===== config.mk =====
export PLATFORM = sky130hd
export DESIGN_NAME = ppa_multiword_add_seq
export DESIGN_NICKNAME = d
export VERILOG_FILES = /design/src/rtl/ppa_pkg.sv /design/src/rtl/ppa_multiword_add_seq_bk_adder_slice.sv /design/src/rtl/ppa_multiword_add_seq.sv
export SDC_FILE = /design/constraint.sdc
export NUM_CORES = 1
export LEC_CHECK = 0
export CAP_MARGIN = 20
export CORE_ASPECT_RATIO = 1.4
export CORE_MARGIN = 4
export CORE_UTILIZATION = 40
export DETAILED_ROUTE_END_ITERATION = 6
export PLACE_DENSITY_LB_ADDON = 0.2
export SLEW_MARGIN = 5
export SYNTH_ARGS = -nofsm -noshare
export SYNTH_HDL_FRONTEND = slang
export SYNTH_SLANG_ARGS = --single-unit

===== constraint.sdc =====
create_clock -name clk -period 5.15 [get_ports clk]
set_clock_uncertainty 0.1 [all_clocks]
set_input_delay 1.03 -clock clk [delete_from_list [all_inputs] [get_ports clk]]
set_output_delay 1.03 -clock clk [all_outputs]
set_load 0.01 [all_outputs]

===== src/rtl/ppa_pkg.sv =====
// ppa_pkg: shared slice width default and sequencer state encoding.
package ppa_pkg;
    localparam int SLICE_W_DEF = 25;
    typedef enum logic [1:0] {IDLE, RUN, DONE} state_e;
endpackage


===== src/rtl/ppa_multiword_add_seq_bk_adder_slice.sv =====
// bk_adder_slice: combinational W-bit Brent-Kung prefix adder with carry in/out.
module bk_adder_slice #(
    parameter int W = 25
) (
    input  logic [W-1:0] a,
    input  logic [W-1:0] b,
    input  logic         cin,
    output logic [W-1:0] s,
    output logic         cout
);
    localparam int L = $clog2(W);

    always_comb begin
        logic [W-1:0] h;
        logic [W-1:0] g;
        logic [W-1:0] p;
        h = a ^ b;
        g = a & b;
        p = h;
        // cin folded into bit 0 so every g[i] becomes the carry out of bit i
        g[0] = g[0] | (h[0] & cin);
        for (int l = 0; l < L; l++)
            for (int i = 0; i < W; i++)
                if ((i + 1) % (2 << l) == 0) begin
                    g[i] = g[i] | (p[i] & g[i - (1 << l)]);
                    p[i] = p[i] & p[i - (1 << l)];
                end
        for (int l = L - 1; l >= 0; l--)
            for (int i = 0; i < W; i++)
                if ((i + 1) % (2 << l) == (1 << l) && i >= (2 << l)) begin
                    g[i] = g[i] | (p[i] & g[i - (1 << l)]);
                    p[i] = p[i] & p[i - (1 << l)];
                end
        s    = h ^ {g[W-2:0], cin};
        cout = g[W-1];
    end
endmodule


===== src/rtl/ppa_multiword_add_seq.sv =====
// ppa_multiword_add_seq: N-bit add/subtract done one SLICE_W-bit word per cycle
// through a single time-shared Brent-Kung slice, with valid/ready handshakes.
module ppa_multiword_add_seq
    import ppa_pkg::*;
#(
    parameter int SLICE_W = SLICE_W_DEF,
    parameter int NWORDS  = 4,
    localparam int N      = SLICE_W * NWORDS,
    localparam int KW     = $clog2(NWORDS)
) (
    input  logic         clk,
    input  logic         rst_n,
    input  logic         in_valid,
    output logic         in_ready,
    input  logic [N-1:0] a,
    input  logic [N-1:0] b,
    input  logic         cin,
    input  logic         op_sub,
    output logic         out_valid,
    input  logic         out_ready,
    output logic [N-1:0] sum,
    output logic         cout,
    output logic         ovf
);
    state_e state_q, state_d;
    logic [KW-1:0] k_q, k_d;
    logic c_q, c_d, cout_q, cout_d, ovf_q, ovf_d;
    logic [N-1:0] a_q, a_d, b_q, b_d, sum_q, sum_d;
    logic [SLICE_W-1:0] s;
    logic co;

    bk_adder_slice #(.W(SLICE_W)) u_slice (
        .a    (a_q[int'(k_q)*SLICE_W +: SLICE_W]),
        .b    (b_q[int'(k_q)*SLICE_W +: SLICE_W]),
        .cin  (c_q),
        .s    (s),
        .cout (co)
    );

    always_comb begin
        state_d = state_q;
        k_d     = k_q;
        c_d     = c_q;
        a_d     = a_q;
        b_d     = b_q;
        sum_d   = sum_q;
        cout_d  = cout_q;
        ovf_d   = ovf_q;
        case (state_q)
            IDLE: if (in_valid) begin
                a_d     = a;
                b_d     = op_sub ? ~b : b;
                c_d     = op_sub | cin;
                k_d     = '0;
                state_d = RUN;
            end
            RUN: begin
                sum_d[int'(k_q)*SLICE_W +: SLICE_W] = s;
                c_d = co;
                if (k_q == KW'(NWORDS - 1)) begin
                    k_d     = '0;
                    state_d = DONE;
                    cout_d  = co;
                    ovf_d   = (a_q[N-1] == b_q[N-1]) && (s[SLICE_W-1] != a_q[N-1]);
                end else begin
                    k_d = k_q + KW'(1);
                end
            end
            DONE: if (out_ready) state_d = IDLE;
            default: state_d = IDLE;
        endcase
    end

    always_ff @(posedge clk or negedge rst_n) begin
        if (!rst_n) begin
            state_q <= IDLE;
            k_q     <= '0;
            c_q     <= 1'b0;
            a_q     <= '0;
            b_q     <= '0;
            sum_q   <= '0;
            cout_q  <= 1'b0;
            ovf_q   <= 1'b0;
        end else begin
            state_q <= state_d;
            k_q     <= k_d;
            c_q     <= c_d;
            a_q     <= a_d;
            b_q     <= b_d;
            sum_q   <= sum_d;
            cout_q  <= cout_d;
            ovf_q   <= ovf_d;
        end
    end

    assign in_ready  = (state_q == IDLE);
    assign out_valid = (state_q == DONE);
    assign sum       = sum_q;
    assign cout      = cout_q;
    assign ovf       = ovf_q;
endmodule


==> reports/qor.csv, run 1 <==
metric,value,unit
maximum vdd drop,330,µV
PortBufs,309,
GR Util met3,0.0327,
Nets,1906,
Post-Place Worst Slack,835,ps
CTS tree,yes,
Worst Path Max Fanout,24,
"commonest non-fill, non-tap cell in the layout",nand2_1,
Worst EP required,5430,ps
Worst-Margin Slew,1110,ps
sequential area share after synthesis,0.537,
final wirelength,39400,µm
Yosys warning count,0,
first-pass GRT wire length,61300,µm
IO Pins,310,
ANT nets after route,0,
syn_nets,1639,
initial core utilization,0.407,
largest net degree at the start of global routing,125,
drt via density,4.99,
Global Route met1 Usage,0.269,
grt total ovfl,0,
status,completed,
1st-iter DRT viols,712,
Final period util,0.822,
core area,35200,µm²
HP Class,register to register,
R2R depth,13,
Avg Inst Size Synth,10.3,µm²
total global routing track utilization,0.198,
reg2reg start,k_q[0],
via count,10600,
max_cap viols,0,
Startpoint Class,register,
most frequent cells in the layout,"nand2_1, clkdlybuf4s50_1, dfrtp_1, o21ai_0, xnor2_1",
Die Ht,232,µm
total CTS buffers,30,
CP Capture Type,register,
Final Hold Fails,0,
synth unique cells,36,
die area,38900,µm²
Syn Inst Count,1391,
hold_buf cts,0,
setup ws final,916,ps
placed wire-length estimate,28900,µm
setup TNS,0,ps
r2r setup slk,920,ps
RD Place Congestion,0.815,
Area Overhead vs Synth,30.9,%
ant diodes,0,
Synth async-reset ratio,1.00,
min cycle time layout,4230,ps
fmax,236,MHz
"Clk pin slew, worst setup/hold paths",60,ps
# Post-CTS Setup Buffers,0,
final-report max-slew violation count,0,
Critical Path AT,4520,ps
clk_lat worst skew,570,ps
clk sink count,307,
PwrDens,632,nW/µm²
CP Class,register to register,
busiest grt layer,met2,
deepest clock path buffer count,3,
Global Route met2 Usage,0.332,
Final Setup Violations,0,
DIE WIDTH,168,µm
synthesized cell area,14300,µm²
H-Tree Depth,1,
RSZ-0062 raised after global routing,no,
HP Start,a_q[63],
Yosys reg bits,307,
Main synth FF type,dfrtp_1,
hold path cells,2,
number of global-route vias before repair,11000,
Avg WL per Cell,18.5,µm
cts repair resizes,0,
clk root buf,clkbuf_16,
# DRC,0,
P_leak,0.00836,µW
DR pass1 iterations,5,
fraction of layout instances using a drive strength above 1,0.0709,
Post-synth EDFFs,0,
row cnt,81,
initial antenna violation count,2,
Worst Hold End,a_q[63],
Rel. slew slack,0.259,
RR Endpoint,sum[44],
==> per-layer routing <==
metal	wire (µm)	up-vias
met1	16900	5171
li1	-	5100
met4	1010	4
met3	2220	60
met5	20	-
met2	19300	303
==> through the flow <==
stage | instance area, µm² | utilization | total power, µW | hold WS [ps] | instances
2_1_floorplan | 14300 | - | 7590 | 340 | 1391
3_3_place_gp | 17700 | 0.503 | 9510 | 352 | 2080
3_5_place_dp | 17700 | 0.503 | 9680 | 357 | 2080
4_1_cts | 18700 | 0.531 | 11900 | 372 | 2132
5_1_grt | 18700 | 0.532 | 12700 | 391 | 2134
6_report | 18700 | 0.532 | 11800 | 367 | 2134
==> kinds of logic after synthesis <==
group,synth area share
buffers and inverters,0.0353
adder cells (fa/ha/maj),0.0441
AO/OA/AOI/OAI,0.0904
multiplexers,0.0795
AND/OR/NAND/NOR,0.146
XOR/XNOR,0.0680
flip-flops,0.537
==> where the power goes <==
group	leakage, µW	switching (µW)	internal (µW)
logic	0.00393	3320	2390
clock network	0.000482	928	1290
registers	0.00394	567	3330
total	0.00836	4820	7020
==> area by class of cell <==
cell class                      count  area (µm²)
Fill cell                        3194       16400
Multi-Input combinational cell    975        6130
Tap cell                          456         571
Timing Repair Buffer              320        3260
Clock buffer                       46         902
Clock inverter                      6        82.6
Inverter                           24        90.1
Sequential cell                   307        7690
==> worst max-delay path, cell delays in order (launching register included) <==
cell and delay, ps:
dfrtp_4 750, mux4_2 600, fa_1 400, inv_1 90, fa_1 220, nand2b_1 160, a21oi_2 70, o2111ai_2 330
o31ai_1 160, inv_1 130, o21ai_1 110, fa_1 450, xnor2_1 310, o21ai_0 160
==> registers in the layout, indices dropped and copies added, names as in the netlist <==
name and count:
a_q 100, b_q 100, c_q 1, cout 1
k_q 2, ovf 1, state_q 2, sum 100
==> cells in the mapped netlist, types with 2 or more instances <==
cell type	instances	area, µm²
nor2_1	14	52.6
mux4_2	50	1130
o31ai_1	3	22.5
nand3_1	5	25.0
xnor2_1	103	902
o21a_1	3	22.5
xor2_1	8	70.1
dfrtp_1	307	7680
nand4_1	4	25.0
ha_1	28	350
buf_4	6	45.0
buf_2	47	235
or3_1	2	12.5
nand2b_1	6	37.5
o21ai_1	11	55.1
o21ai_0	179	896
nand2_1	500	1880
a21oi_1	12	60.1
a22o_1	20	175
clkbuf_1	30	113
buf_6	2	22.5
inv_1	24	90.1
fa_1	14	280
==> worst max-delay path by stage <==
stage | startpoint | end | slack (ps) | cells past startpoint
after floorplan | k_q[0] | ovf | 1230 | 16
after global placement | k_q[0] | ovf | 850 | 14
after detailed placement | k_q[0] | sum[44] | 830 | 13
after CTS | k_q[0] | sum[44] | 820 | 13
after global routing | k_q[0] | sum[19] | 590 | 13
final | k_q[0] | sum[44] | 920 | 13
Note: power is estimated with default switching activity, not from simulation.
==> run 2: changes to the inputs <==
==> constraint.sdc (replaced) <==
create_clock -name clk -period 4.45 [get_ports clk]
set_clock_uncertainty 0.1 [all_clocks]
set_input_delay 0.89 -clock clk [delete_from_list [all_inputs] [get_ports clk]]
set_output_delay 0.89 -clock clk [all_outputs]
set_load 0.01 [all_outputs]
==> run 2 against run 1 <==
  * Non-clock buffer count rose by 4
  * Worst setup slack got worse by 610 ps
  * Die area stayed put
  * Combinational power increased by 21%
  * Critical path type unchanged
  * Largest power group unchanged
==> reports/qor.csv, run 2 (synthesis gave the netlist of run 1 again) <==
metric,value,unit
Worst Path Max Fanout,9,
CP max stage cell,dfrtp_4,
Final Hold Fails,0,
via count,10700,
initial core utilization,0.407,
1st-iter DRT viols,652,
busiest grt layer,met2,
deepest clock path buffer count,3,
drt via density,4.99,
CP most frequent cell,fa_1,
Avg WL per Cell,18.7,µm
IO Pins,310,
CP peak stage delay,570,ps
grt total ovfl,0,
clock network power share,0.187,
# Post-CTS Setup Buffers,0,
number of cells on the critical path,14,
hold_buf cts,0,
initial antenna violation count,2,
status,completed,
crit path cell chain,mux4_2 > fa_1 > inv_1 > fa_1 > nand2b_1 > a21oi_2 > o2111ai_2 > o41ai_2 > nor2_1 > a31oi_1 > fa_1 > nor2_1 > a21oi_1 > o21ai_0,
GR Util met3,0.0315,
final wirelength,40000,µm
Die Ht,232,µm
most frequent cells in the layout,"nand2_1, clkdlybuf4s50_1, dfrtp_1, o21ai_0, xnor2_1",
total CTS buffers,30,
Area Overhead vs Synth,31.6,%
HP Class,input port to asynchronous set/reset pin,
RD Place Congestion,0.803,
largest net degree at the start of global routing,112,
maximum vdd drop,362,µV
PortBufs,309,
total global routing track utilization,0.204,
ant diodes,0,
Worst EP required,4830,ps
P_leak,0.00841,µW
core area,35200,µm²
PwrDens,745,nW/µm²
Rel. slew slack,0.274,
Worst-Margin Slew,1090,ps
RSZ-0062 raised after global routing,no,
die area,38900,µm²
H-Tree Depth,1,
final hold slack,272,ps
Comb pwr share,0.493,
"Clk pin slew, worst setup/hold paths",70,ps
Global Route met1 Usage,0.275,
cts repair resizes,0,
clk_lat worst skew,580,ps
Crit path max-delay family,compound AO/OA/AOI/OAI gates,
first-pass GRT wire length,63000,µm
ANT nets after route,0,
fraction of layout instances using a drive strength above 1,0.0755,
CTS tree,yes,
Critical Path AT,4530,ps
DIE WIDTH,168,µm
final-report max-slew violation count,0,
max_cap viols,0,
min cycle time layout,4150,ps
Nets,1910,
clk sink count,307,
R2R depth,14,
CP Capture Type,register,
CP Class,register to register,
Buf/Inv on CP,1,
setup TNS,0,ps
Final Setup Violations,0,
DR pass1 iterations,5,
Startpoint Class,register,
P_int,8240,µW
register share of total power,0.320,
fmax,241,MHz
net switching power,5780,µW
row cnt,81,
Sw Share,0.412,
placed wire-length estimate,29700,µm
"commonest non-fill, non-tap cell in the layout",nand2_1,
Final period util,0.932,
number of global-route vias before repair,11300,
clk root buf,clkbuf_16,
Global Route met2 Usage,0.341,
# DRC,0,
run 2: cell types whose count changed in the layout (fill, tap and decap cells not counted), sizes merged:
cell / change
buf: +4
clkbuf: +2
clkinvlp: -1
run 2: power groups by stage:
| stage | clock, µW | sequential (µW) | combinational [µW] |
|---|---|---|---|
| 6_report | 2620 | 4490 | 6910 |
| 5_1_grt | 2780 | 4620 | 7710 |
| 4_1_cts | 2670 | 4490 | 6930 |
| 3_5_place_dp | 0 | 4540 | 6900 |
| 3_3_place_gp | 0 | 4510 | 6680 |
| 2_1_floorplan | 0 | 4360 | 4430 |
run 2: worst reg2reg max path, cell delays in order, from the launching register on:
cell	delay (ps)
dfrtp_4	570
mux4_2	390
fa_1	180
inv_1	70
fa_1	470
nand2b_1	200
a21oi_2	180
o2111ai_2	260
o41ai_2	350
nor2_1	110
a31oi_1	330
fa_1	540
nor2_1	140
a21oi_1	40
o21ai_0	140
run 2: per-layer routing:
layer | share of wire | vias to the layer above
met5 | 0.00035 | -
met4 | 0.030 | 4
met3 | 0.052 | 63
met2 | 0.49 | 327
met1 | 0.43 | 5169
li1 | - | 5109
run 2: final cells by class:
class | count | area (µm²)
fillers | 3140 | 16300
flip-flops and latches | 307 | 7690
multi-input cells | 975 | 6140
repair buffers | 324 | 3310
clock buffers | 48 | 940
well taps | 456 | 571
inverters | 24 | 90.1
clock inverters | 5 | 75.1
run 2: path summary, 6_finish.rpt:
kind                              start      end  slack (ps)
worst min-delay path              rst_n  sum[41]         270
worst max-delay path             k_q[0]      ovf         300
worst min register to register  a_q[60]  a_q[60]         370
max in group asynchronous         rst_n  b_q[54]        3040
min in group clk                a_q[60]  a_q[60]         370
worst max register to register   k_q[0]      ovf         300
run 2: through the flow:
| step | total power (µW) | cells | setup WS (ps) | area, µm² | util |
|---|---|---|---|---|---|
| after CTS | 14100 | 2137 | 242 | 18800 | 0.533 |
| after detailed placement | 11400 | 2084 | 278 | 17700 | 0.505 |
| final | 14000 | 2139 | 302 | 18800 | 0.535 |
| after global placement | 11200 | 2084 | 361 | 17700 | 0.505 |
| after global routing | 15100 | 2139 | 30.9 | 18800 | 0.535 |
| after floorplan | 8790 | 1391 | 533 | 14300 | - |
==> run 3: changes to the inputs <==
--- a/config.mk
+++ b/config.mk
@@ -8,10 +8,11 @@
 export CAP_MARGIN = 20
 export CORE_ASPECT_RATIO = 1.4
 export CORE_MARGIN = 4
-export CORE_UTILIZATION = 40
+export CORE_UTILIZATION = 45
 export DETAILED_ROUTE_END_ITERATION = 6
 export PLACE_DENSITY_LB_ADDON = 0.2
 export SLEW_MARGIN = 5
 export SYNTH_ARGS = -nofsm -noshare
 export SYNTH_HDL_FRONTEND = slang
+export SYNTH_HIERARCHICAL = 1
 export SYNTH_SLANG_ARGS = --single-unit
==> run 3 against run 2 <==
  * Die area fell by 9.9%
  * Sequential power rose by 2%
  * First-iteration DRC count fell by 1.5%
  * Design area rose by 0.78%
  * Power rose by 5.6%
  * Via count rose by 0.33%
  * Routed wire length fell by 3.7%
  * Combinational power rose by 9.0%
  * Non-clock buffer count rose by 11
  * Sequential cell count did not move
  * Worst hold slack improved by 79 ps
  * Clock-buffer cell count fell by 8
==> reports/qor.csv, run 3 <==
metric,value,unit
status,completed,
"commonest non-fill, non-tap cell in the layout",nand2_1,
final wirelength,38500,µm
Buf/Inv on CP,3,
Avg Inst Size Synth,10.6,µm²
fmax,244,MHz
Main synth FF type,dfrtp_1,
Post-synth EDFFs,0,
# DRC,0,
FF/Latch Area,7690,µm²
die area,35000,µm²
Commonest cells post-synth,"nand2_1, dfrtp_1, xnor2_1",
Final Hold Fails,0,
overall power,14800,µW
"area leader, netlist",dfrtp_1,
min cycle time layout,4100,ps
CP Class,register to register,
RD Place Congestion,0.804,
CTS tree,yes,
clk_lat worst skew,550,ps
most area-consuming cells after synthesis,"dfrtp_1, nand2_1, mux4_2, xnor2_1, a22o_1",
most frequent cells in the layout,"nand2_1, clkdlybuf4s50_1, dfrtp_1, xnor2_1, a22o_1",
total global routing track utilization,0.217,
deepest clock path buffer count,3,
Startpoint Class,register,
Multi-input gate area,6250,µm²
RSZ-0062 raised after global routing,no,
DR pass1 iterations,5,
clk root buf,clkbuf_16,
H-Tree Depth,1,
initial antenna violation count,2,
initial core utilization,0.457,
P_leak,0.00859,µW
"Clk pin slew, worst setup/hold paths",60,ps
PwrDens,781,nW/µm²
filler instances,2614,
Yosys warning count,6,
final-report max-slew violation count,0,
Yosys reg bits,307,
CP max stage cell,mux4_2,
Syn Inst Count,1359,
Rel. slew slack,0.266,
Synth async-reset ratio,1.00,
Die Ht,220,µm
synthesized cell area,14400,µm²
1st-iter DRT viols,642,
max_cap viols,0,
Finished Layout Cells,2054,
total CTS buffers,29,
via count,10700,
HP Class,input port to asynchronous set/reset pin,
synth unique cells,46,
sequential area share after synthesis,0.532,
maximum vdd drop,423,µV
largest net degree at the start of global routing,135,
first-pass GRT wire length,61000,µm
fraction of layout instances using a drive strength above 1,0.0839,
Crit path max-delay family,compound AO/OA/AOI/OAI gates,
clk sink count,307,
DIE WIDTH,159,µm
syn_nets,1607,
Nets,1885,
Critical Path AT,4390,ps
number of global-route vias before repair,11000,
CP most frequent cell,buf_4,
placed insts,1997,
IO Pins,310,
hold_buf cts,0,
setup TNS,0,ps
CP Capture Type,register,
Final Setup Violations,0,
ANT nets after route,0,
Layout Utilization,0.600,
Worst EP required,4750,ps
row cnt,77,
grt total ovfl,0,
PortBufs,309,
Final period util,0.921,
Area Overhead vs Synth,31.4,%
Avg WL per Cell,18.8,µm
Worst Path Max Fanout,16,
placed wire-length estimate,28500,µm
CP peak stage delay,580,ps
core area,31600,µm²
top cell type's share of synthesized area,0.532,
drt via density,5.21,
most common cell in the netlist,nand2_1,
crit path cell chain,buf_4 > buf_4 > mux4_2 > ha_1 > and2_0 > a221o_1 > a32oi_1 > o21ai_2 > o221ai_2 > fa_1 > inv_1 > and3b_1 > a21oi_1 > o21ai_0,
Worst-Margin Slew,1100,ps
==> run 3: changes by cell type after synthesis, moves of 3 or more <==
| cell | change |
|---|---|
| a22o_1 | +55 |
| buf_1 | +6 |
| buf_2 | -12 |
| buf_4 | -6 |
| clkbuf_1 | +13 |
| inv_1 | +6 |
| nand2_1 | -35 |
| nand2b_1 | -3 |
| nand4_1 | -3 |
| nor2_1 | -8 |
| o21ai_0 | -116 |
| o21ai_1 | +59 |
==> run 3: cell families (layout without fill, tap and decap cells) <==
| kind of cell | count (synthesis) | after routing | synth area share |
|---|---|---|---|
| xor+xnor | 111 | 111 | 0.0674 |
| flops | 307 | 307 | 0.532 |
| compound gates | 236 | 236 | 0.107 |
| simple gates | 494 | 494 | 0.135 |
| mux | 51 | 51 | 0.0788 |
| fa+ha+maj | 42 | 42 | 0.0437 |
| other cells | 0 | 2 | 0 |
| buf+inv | 118 | 416 | 0.0358 |
==> run 3: layout make-up <==
| cell class | count | share of cell area |
|---|---|---|
| diodes | 2 | 0.000264 |
| repair buffers | 335 | 0.179 |
| flip-flops and latches | 307 | 0.405 |
| clock buffers | 40 | 0.0431 |
| clock inverters | 11 | 0.0110 |
| inverters | 30 | 0.00594 |
| multi-input cells | 934 | 0.329 |
| well taps | 395 | 0.0261 |
==> run 3: path summary, 6_finish.rpt <==
kind | from | endpoint | slack [ps] | cells past startpoint
worst max-delay path | k_q[0] | ovf | 350 | 14
worst min-delay path | rst_n | b_q[82] | 350 | 1
worst max register to register | k_q[0] | ovf | 350 | 14
worst min register to register | a_q[72] | a_q[72] | 370 | 2
max in group asynchronous | rst_n | sum[94] | 2870 | 2
min in group clk | a_q[72] | a_q[72] | 370 | 2
==> run 3: timing repair <==
item,in CTS,in global routing
gates resized for setup,0,1
endpoints found under the setup margin,0,2
setup buffers,0,3
==> run 3: power breakdown <==
part	internal [µW]	leakage (µW)	switching (µW)	total (µW)
Combinational	3150	0.00416	4380	7530
Clock	1620	0.000501	1060	2680
Sequential	3930	0.00393	670	4600
==> run 3: stage by stage <==
step / hold WS [ps] / area, µm² / worst slack [ps]
CTS: 375 / 18900 / 213
global placement: 353 / 17900 / 302
floorplan: 340 / 14400 / 345
finish: 351 / 19000 / 353
global route: 390 / 19000 / 72.2
detailed placement: 359 / 17900 / 223
==> run 3: worst register-to-register path, cell delays in order (launching register included) <==
cell      delay (ps)
dfrtp_4          490
buf_4            140
buf_4            290
mux4_2           580
ha_1             360
and2_0           180
a221o_1          340
a32oi_1          200
o21ai_2          110
o221ai_2         190
fa_1             430
inv_1            150
and3b_1          190
a21oi_1          100
o21ai_0           80
==> run 3: routing by layer <==
layer / vias up / global-route usage / wire [µm]
met2: 335 / 0.360 / 18600
li1: 5104 / - / -
met5: - / 0 / 0
met3: 53 / 0.0303 / 2070
met4: 0 / 0.0703 / 1090
met1: 5215 / 0.298 / 16700
